`src/rtl/cs_trgt_xchg_pkg.sv`:
```
// Shared types and constants for the target-side vector exchange controller.
package cs_trgt_xchg_pkg;

    typedef enum logic [2:0] {
        IDLE,
        SEND,
        WAIT_RX,
        APPLY,
        DONE,
        ERR
    } cs_xchg_state_t;

    localparam int CS_MODE_GET    = 0;
    localparam int CS_MODE_PUT    = 1;
    localparam int CS_MODE_PUTGET = 2;

    // Lowest set bit of a request vector; channel 0 has the highest priority.
    function automatic logic [3:0] cs_lowest_idx(input logic [15:0] vec);
        logic [3:0] idx;
        idx = '0;
        for (int i = 15; i >= 0; i--) begin
            if (vec[i]) idx = 4'(i);
        end
        return idx;
    endfunction

endpackage

```
`src/rtl/cs_wd_cnt.sv`:
```
// Watchdog counter: clears on clr, counts on inc, saturates at LIMIT and flags it on tc.
module cs_wd_cnt #(
    parameter int LIMIT = 10000
) (
    input  logic clk_i,
    input  logic rst_i,
    input  logic clr,
    input  logic inc,
    output logic tc
);

    localparam int CNT_W = $clog2(LIMIT + 1);

    logic [CNT_W-1:0] count;

    always_ff @(posedge clk_i or posedge rst_i) begin
        if (rst_i) begin
            count <= '0;
        end else if (clr) begin
            count <= '0;
        end else if (inc && !tc) begin
            count <= count + 1'b1;
        end
    end

    assign tc = (count == CNT_W'(LIMIT));

endmodule

```
`src/rtl/cs_trgt_xchg.sv`:
```
// Target-side vector exchange controller: freezes mission clocks, uploads/downloads vectors.
// Optional watchdog and ERR state are built when CS_TRGT_WATCHDOG_EN is defined.
module cs_trgt_xchg
    import cs_trgt_xchg_pkg::*;
#(
    parameter  int N_CH     = 4,
    parameter  int DW       = 8,
    parameter  int MODE     = 2,
    parameter  int WD_LIMIT = 10000,
    localparam int CW       = (N_CH > 1) ? $clog2(N_CH) : 1
) (
    input  logic              clk_i,
    input  logic              rst_i,
    input  logic [N_CH-1:0]   mclk_i,
    output logic [N_CH-1:0]   freeze_clk_o,
    output logic [N_CH-1:0]   wen_o,
    output logic [N_CH*DW-1:0] data_o,
    input  logic              up_valid_i,
    input  logic [DW-1:0]     up_data_i,
    output logic              tx_valid_o,
    input  logic              tx_ready_i,
    output logic [CW-1:0]     tx_ch_o,
    output logic [DW:0]       tx_data_o,
    input  logic              rx_valid_i,
    output logic              rx_ready_o,
    input  logic [CW-1:0]     rx_ch_i,
    input  logic [DW:0]       rx_data_i,
    output logic              err_o,
    output logic [CW-1:0]     err_ch_o,
    output logic [N_CH-1:0]   ovr_o
);

    cs_xchg_state_t state, state_nxt;

    logic [N_CH-1:0]    mclk_d, mclk_edge, pending, clr_mask, ovr_q, wen_q;
    logic [N_CH*DW-1:0] data_q;
    logic [CW-1:0]      cur;
    logic [DW:0]        tx_data_q, rx_cap;
    logic               tx_hs, rx_hs, wd_tc;

    assign mclk_edge = mclk_i & ~mclk_d;
    assign clr_mask  = (state == DONE) ? (N_CH'(1) << cur) : '0;
    assign tx_hs     = (state == SEND) & tx_ready_i;
    assign rx_hs     = (state == WAIT_RX) & rx_valid_i & (rx_ch_i == cur);

    // A new edge wins over the DONE clear on the same channel and is not an overrun.
    always_ff @(posedge clk_i or posedge rst_i) begin
        if (rst_i) begin
            mclk_d  <= '0;
            pending <= '0;
            ovr_q   <= '0;
        end else begin
            mclk_d  <= mclk_i;
            pending <= (pending & ~clr_mask) | mclk_edge;
            ovr_q   <= ovr_q | (mclk_edge & pending & ~clr_mask);
        end
    end

    always_ff @(posedge clk_i or posedge rst_i) begin
        if (rst_i) begin
            state <= IDLE;
        end else begin
            state <= state_nxt;
        end
    end

    always_comb begin
        state_nxt = state;
        case (state)
            IDLE:    if (|pending) state_nxt = (MODE != CS_MODE_GET) ? SEND : WAIT_RX;
            SEND:    if (wd_tc) state_nxt = ERR;
                     else if (tx_hs) state_nxt = (MODE == CS_MODE_PUTGET) ? WAIT_RX : DONE;
            WAIT_RX: if (wd_tc) state_nxt = ERR;
                     else if (rx_hs) state_nxt = APPLY;
            APPLY:   state_nxt = DONE;
            DONE:    state_nxt = IDLE;
            ERR:     state_nxt = ERR;
            default: state_nxt = IDLE;
        endcase
    end

    // Upload vector is captured once on leaving IDLE so it stays stable while tx_valid_o is high.
    always_ff @(posedge clk_i or posedge rst_i) begin
        if (rst_i) begin
            cur       <= '0;
            tx_data_q <= '0;
            rx_cap    <= '0;
            wen_q     <= '0;
            data_q    <= '0;
        end else begin
            if (state == IDLE && |pending) begin
                cur <= CW'(cs_lowest_idx(16'(pending)));
                if (MODE != CS_MODE_GET) tx_data_q <= {up_valid_i, up_data_i};
            end
            if (rx_hs) rx_cap <= rx_data_i;
            if (state == APPLY) begin
                wen_q[cur]             <= rx_cap[DW];
                data_q[cur*DW +: DW]   <= rx_cap[DW-1:0];
            end
        end
    end

`ifdef CS_TRGT_WATCHDOG_EN
    logic          wd_clr, wd_inc, err_q;
    logic [CW-1:0] err_ch_q;

    assign wd_inc = (state == SEND) || (state == WAIT_RX);
    assign wd_clr = (state_nxt != state) && ((state_nxt == SEND) || (state_nxt == WAIT_RX));

    cs_wd_cnt #(
        .LIMIT(WD_LIMIT)
    ) u_wd_cnt (
        .clk_i(clk_i),
        .rst_i(rst_i),
        .clr  (wd_clr),
        .inc  (wd_inc),
        .tc   (wd_tc)
    );

    always_ff @(posedge clk_i or posedge rst_i) begin
        if (rst_i) begin
            err_q    <= 1'b0;
            err_ch_q <= '0;
        end else if (wd_inc && wd_tc) begin
            err_q    <= 1'b1;
            err_ch_q <= cur;
        end
    end

    assign err_o    = err_q;
    assign err_ch_o = err_ch_q;
`else
    assign wd_tc    = 1'b0;
    assign err_o    = 1'b0;
    assign err_ch_o = '0;
`endif

    assign freeze_clk_o = pending;
    assign wen_o        = wen_q;
    assign data_o       = data_q;
    assign ovr_o        = ovr_q;
    assign tx_valid_o   = (state == SEND);
    assign tx_ch_o      = cur;
    assign tx_data_o    = tx_data_q;
    assign rx_ready_o   = rx_hs;

endmodule

```
`config.mk`:
```
export PLATFORM = sky130hd
export DESIGN_NAME = cs_trgt_xchg
export DESIGN_NICKNAME = d
export VERILOG_FILES = /design/src/rtl/cs_trgt_xchg_pkg.sv /design/src/rtl/cs_wd_cnt.sv /design/src/rtl/cs_trgt_xchg.sv
export SDC_FILE = /design/constraint.sdc
export NUM_CORES = 1
export LEC_CHECK = 0
export ABC_AREA = 1
export ABC_CLOCK_PERIOD_IN_PS = 4800
export CAP_MARGIN = 10
export CORE_ASPECT_RATIO = 1.1
export CORE_MARGIN = 3
export CORE_UTILIZATION = 52
export DETAILED_ROUTE_END_ITERATION = 6
export PLACE_DENSITY = 0.95
export SETUP_SLACK_MARGIN = 0.05
export SYNTH_ARGS = -nofsm -noshare
export SYNTH_HDL_FRONTEND = slang
export SYNTH_SLANG_ARGS = --single-unit
```
`constraint.sdc`:
```
create_clock -name clk_i -period 4.8 [get_ports clk_i]
set_input_delay 0.48 -clock clk_i [delete_from_list [all_inputs] [get_ports clk_i]]
set_output_delay 0.48 -clock clk_i [all_outputs]
set_load 0.005 [all_outputs]
```
==> key figures <==
Final layout
  • Share of layout cells above drive strength 1: 0.0788
  • Fin nets: 474
  • Commonest non-fill, non-tap cell in the layout: nand2_1
  • Layout Utilization: 0.729
  • Highest-count cells in the layout ignoring fill and taps: nand2_1, clkdlybuf4s50_1, dfrtp_1, o21ai_0, inv_1
  • Inserted Diodes: 0
  • Layout Area Growth over Synthesis: 32.8%

Critical path
  • CP max stage cell: dfrtp_1
  • Worst path arrival time: 2.66 ns
  • Delay-heaviest family, CP: buffers and inverters
  • Setup crit start kind: flip-flop
  • CP Data Required Time: 4.32 ns
  • WS Path Type: reg -> out
  • CP endpoint kind: primary output
  • Crit Path Max Fanout: 24
  • Cell Chain, Critical Path: inv_1 -> nand2_1 -> nand3_1 -> inv_1 -> nand2_1 -> inv_4 -> clkdlybuf4s50_1
  • Max incr delay on CP: 0.82 ns
  • CP Buf/Inv Count: 4

CTS
  • Clk Latency, worst-skew pair: 0.34 ns
  • CTS tree: yes
  • CTS max path bufs: 2
  • Sink Count: 71
  • Clock Tree Root: clkbuf_8
  • Worst-path clk slew: 0.07 ns
  • TritonCTS Buffers: 9
  • Htree depth: 3
  • Setup bufs post-CTS: 0
  • Post-CTS Resized: 0
  • Hold-fix buffers, CTS: 0

Synthesis
  • Mapped Area: 0.00323 sq mm
  • Syn Area/Cell: 9.06 sq um
  • Yosys warnings: 0
  • Register area share after synthesis: 0.551
  • Async SR Flop Fraction: 1.00
  • Flops & latches, synth: 71
  • Cells after Synth: 356
  • Top FF cell, synth: dfrtp_1
  • Yosys cell types: 29
  • Post-synth EDFFs: 0

Floorplanning
  • Placeable Area: 0.00588 sq mm
  • Initial Utilization: 0.549
  • Top Ports: 88
  • Die W: 81.1 um
  • Die ar.: 0.00719 sq mm
  • Row count: 29
  • Die H: 88.6 um

Run status
  • Status: complete, no violations

Drt
  • Iter 0 DRT Violations: 204
  • Antenna viol nets, final: 0
  • Vias: 2839
  • DRC viols: 0
  • DR vias/cell: 5.45
  • Routed len/inst: 15.3 um
  • Total wire length: 7960 um
  • First drt pass iteration count: 6

Placed design
  • Hpwl dp: 5640 um
  • Gpl congestion: 0.905
  • Port bufs: 84

Global route
  • Initial antenna violation count: 0
  • Global-route wire length before repair: 12800 um
  • Largest net degree at the start of global routing: 46
  • Remaining global-route overflow: 0
  • Vias in the first global route: 2771
  • Total global-route track usage: 0.235

Min path
  • HP Class: reg -> reg

STA
  • Fmax: 319 MHz
  • Final max-slew violation count: 0
  • Slew @ Worst Pin: 0.782 ns
  • Clk_skew: 0.0101 ns
  • Final setup fails: 0
  • Tcrit/Tclk final: 0.653
  • RSZ-0062 raised after global routing: no
  • Final Hold Violating Endpoints: 0
  • Min Tclk post-route: 3.14 ns
  • Worst slew margin: 0.477
  • Setup TNS: 0 ns

Pwr
  • Leak Pwr: 2.12 nW
  • Clock network power share: 0.220
  • Internal cell power: 1.47 mW
  • Sw Ratio: 0.386
  • Logic pwr share: 0.400
  • PwrDens: 559 mW/mm^2
  • Peak supply drop: 437 uV
  • Reg power frac: 0.379
  • Net Sw Power: 0.924 mW

Job
  • Max-cap viol count: 0
-- final cells by class --
class | count | area (sq um)
clock buffers | 11 | 141
flip-flops and latches | 71 | 1780
multi-input cells | 234 | 1190
repair buffers | 85 | 848
well taps | 77 | 96.3
inverters | 38 | 145
clock inverters | 5 | 81.3
fillers | 414 | 1600
-- cells by family after synthesis --
| logic type | synth area share |
|---|---|
| and+or+nand+nor | 0.229 |
| AOI/OAI and AO/OA | 0.110 |
| DFF | 0.551 |
| adders and majority gates | 0.0272 |
| buffers and inverters | 0.0815 |
| other | 0.00116 |
-- state kept, by name, indices dropped and copies added, names as in the netlist --
name and flops:
data_o 32, rx_cap 9, tx_data_o 9, freeze_clk_o 4, mclk_d 4, ovr_o 4, wen_o 4, state 3
tx_ch_o 2
-- synthesized netlist by cell type, types with 4 or more instances --
cell / n / share of area
nor2_1: 21 / 0.024
nand2_1: 90 / 0.10
nand4_1: 16 / 0.031
o31ai_1: 4 / 0.0093
inv_1: 34 / 0.040
o21ai_0: 39 / 0.061
buf_4: 5 / 0.012
o21ai_2: 8 / 0.022
o21bai_1: 5 / 0.012
dfrtp_1: 71 / 0.55
ha_1: 7 / 0.027
nand3_1: 29 / 0.045
-- worst register-to-register path: cells and delay by family (launching register included) --
kind / cells / cell delay, ns
and+or+nand+nor: 3 / 0.59
DFF: 1 / 0.82
adders and majority gates: 1 / 0.57
buffers and inverters: 2 / 0.49
-- power groups by stage --
stage | registers, mW | clock network (mW) | logic (mW)
2_1_floorplan | 0.887 | 0 | 0.560
3_3_place_gp | 0.907 | 0 | 0.889
3_5_place_dp | 0.915 | 0 | 0.929
4_1_cts | 0.905 | 0.532 | 0.954
5_1_grt | 0.928 | 0.556 | 1.06
6_report | 0.909 | 0.528 | 0.960
-- through the flow --
step	hold WS [ns]	setup slack (ns)	area [sq um]	std cells	power, mW
floorplan	0.465	2.52	3230	358	1.45
global placement	0.453	2.21	4060	505	1.80
detailed placement	0.459	2.10	4060	505	1.84
CTS	0.476	1.71	4280	521	2.39
global route	0.499	1.47	4280	521	2.54
finish	0.475	1.66	4280	521	2.40
-- layer usage --
metal  vias to the layer above  global-route usage  wire length [um]
li1                       1333                   -                 -
met4                         0               0.140               230
met3                        25              0.0499               572
met2                       138               0.394              4120
met1                      1343               0.279              3040
met5                         -                   0                 0
-- final timing paths --
kind                                               start                        end  slack, ns  cells past startpoint
worst max-delay path              tx_ch_o[0]$_DFFE_PP0P_                 rx_ready_o       1.66                      7
worst min-delay path            tx_data_o[1]$_DFFE_PP0P_   tx_data_o[1]$_DFFE_PP0P_       0.47                      2
worst max register to register    tx_ch_o[0]$_DFFE_PP0P_     data_o[17]$_DFFE_PP0P_       2.25                      6
worst min register to register  tx_data_o[1]$_DFFE_PP0P_   tx_data_o[1]$_DFFE_PP0P_       0.47                      2
max in group asynchronous                          rst_i      rx_cap[7]$_DFFE_PP0P_       3.34                      3
min in group asynchronous                          rst_i  freeze_clk_o[3]$_DFF_PP0_       0.50                      2
(Power assumes the default switching activity.)
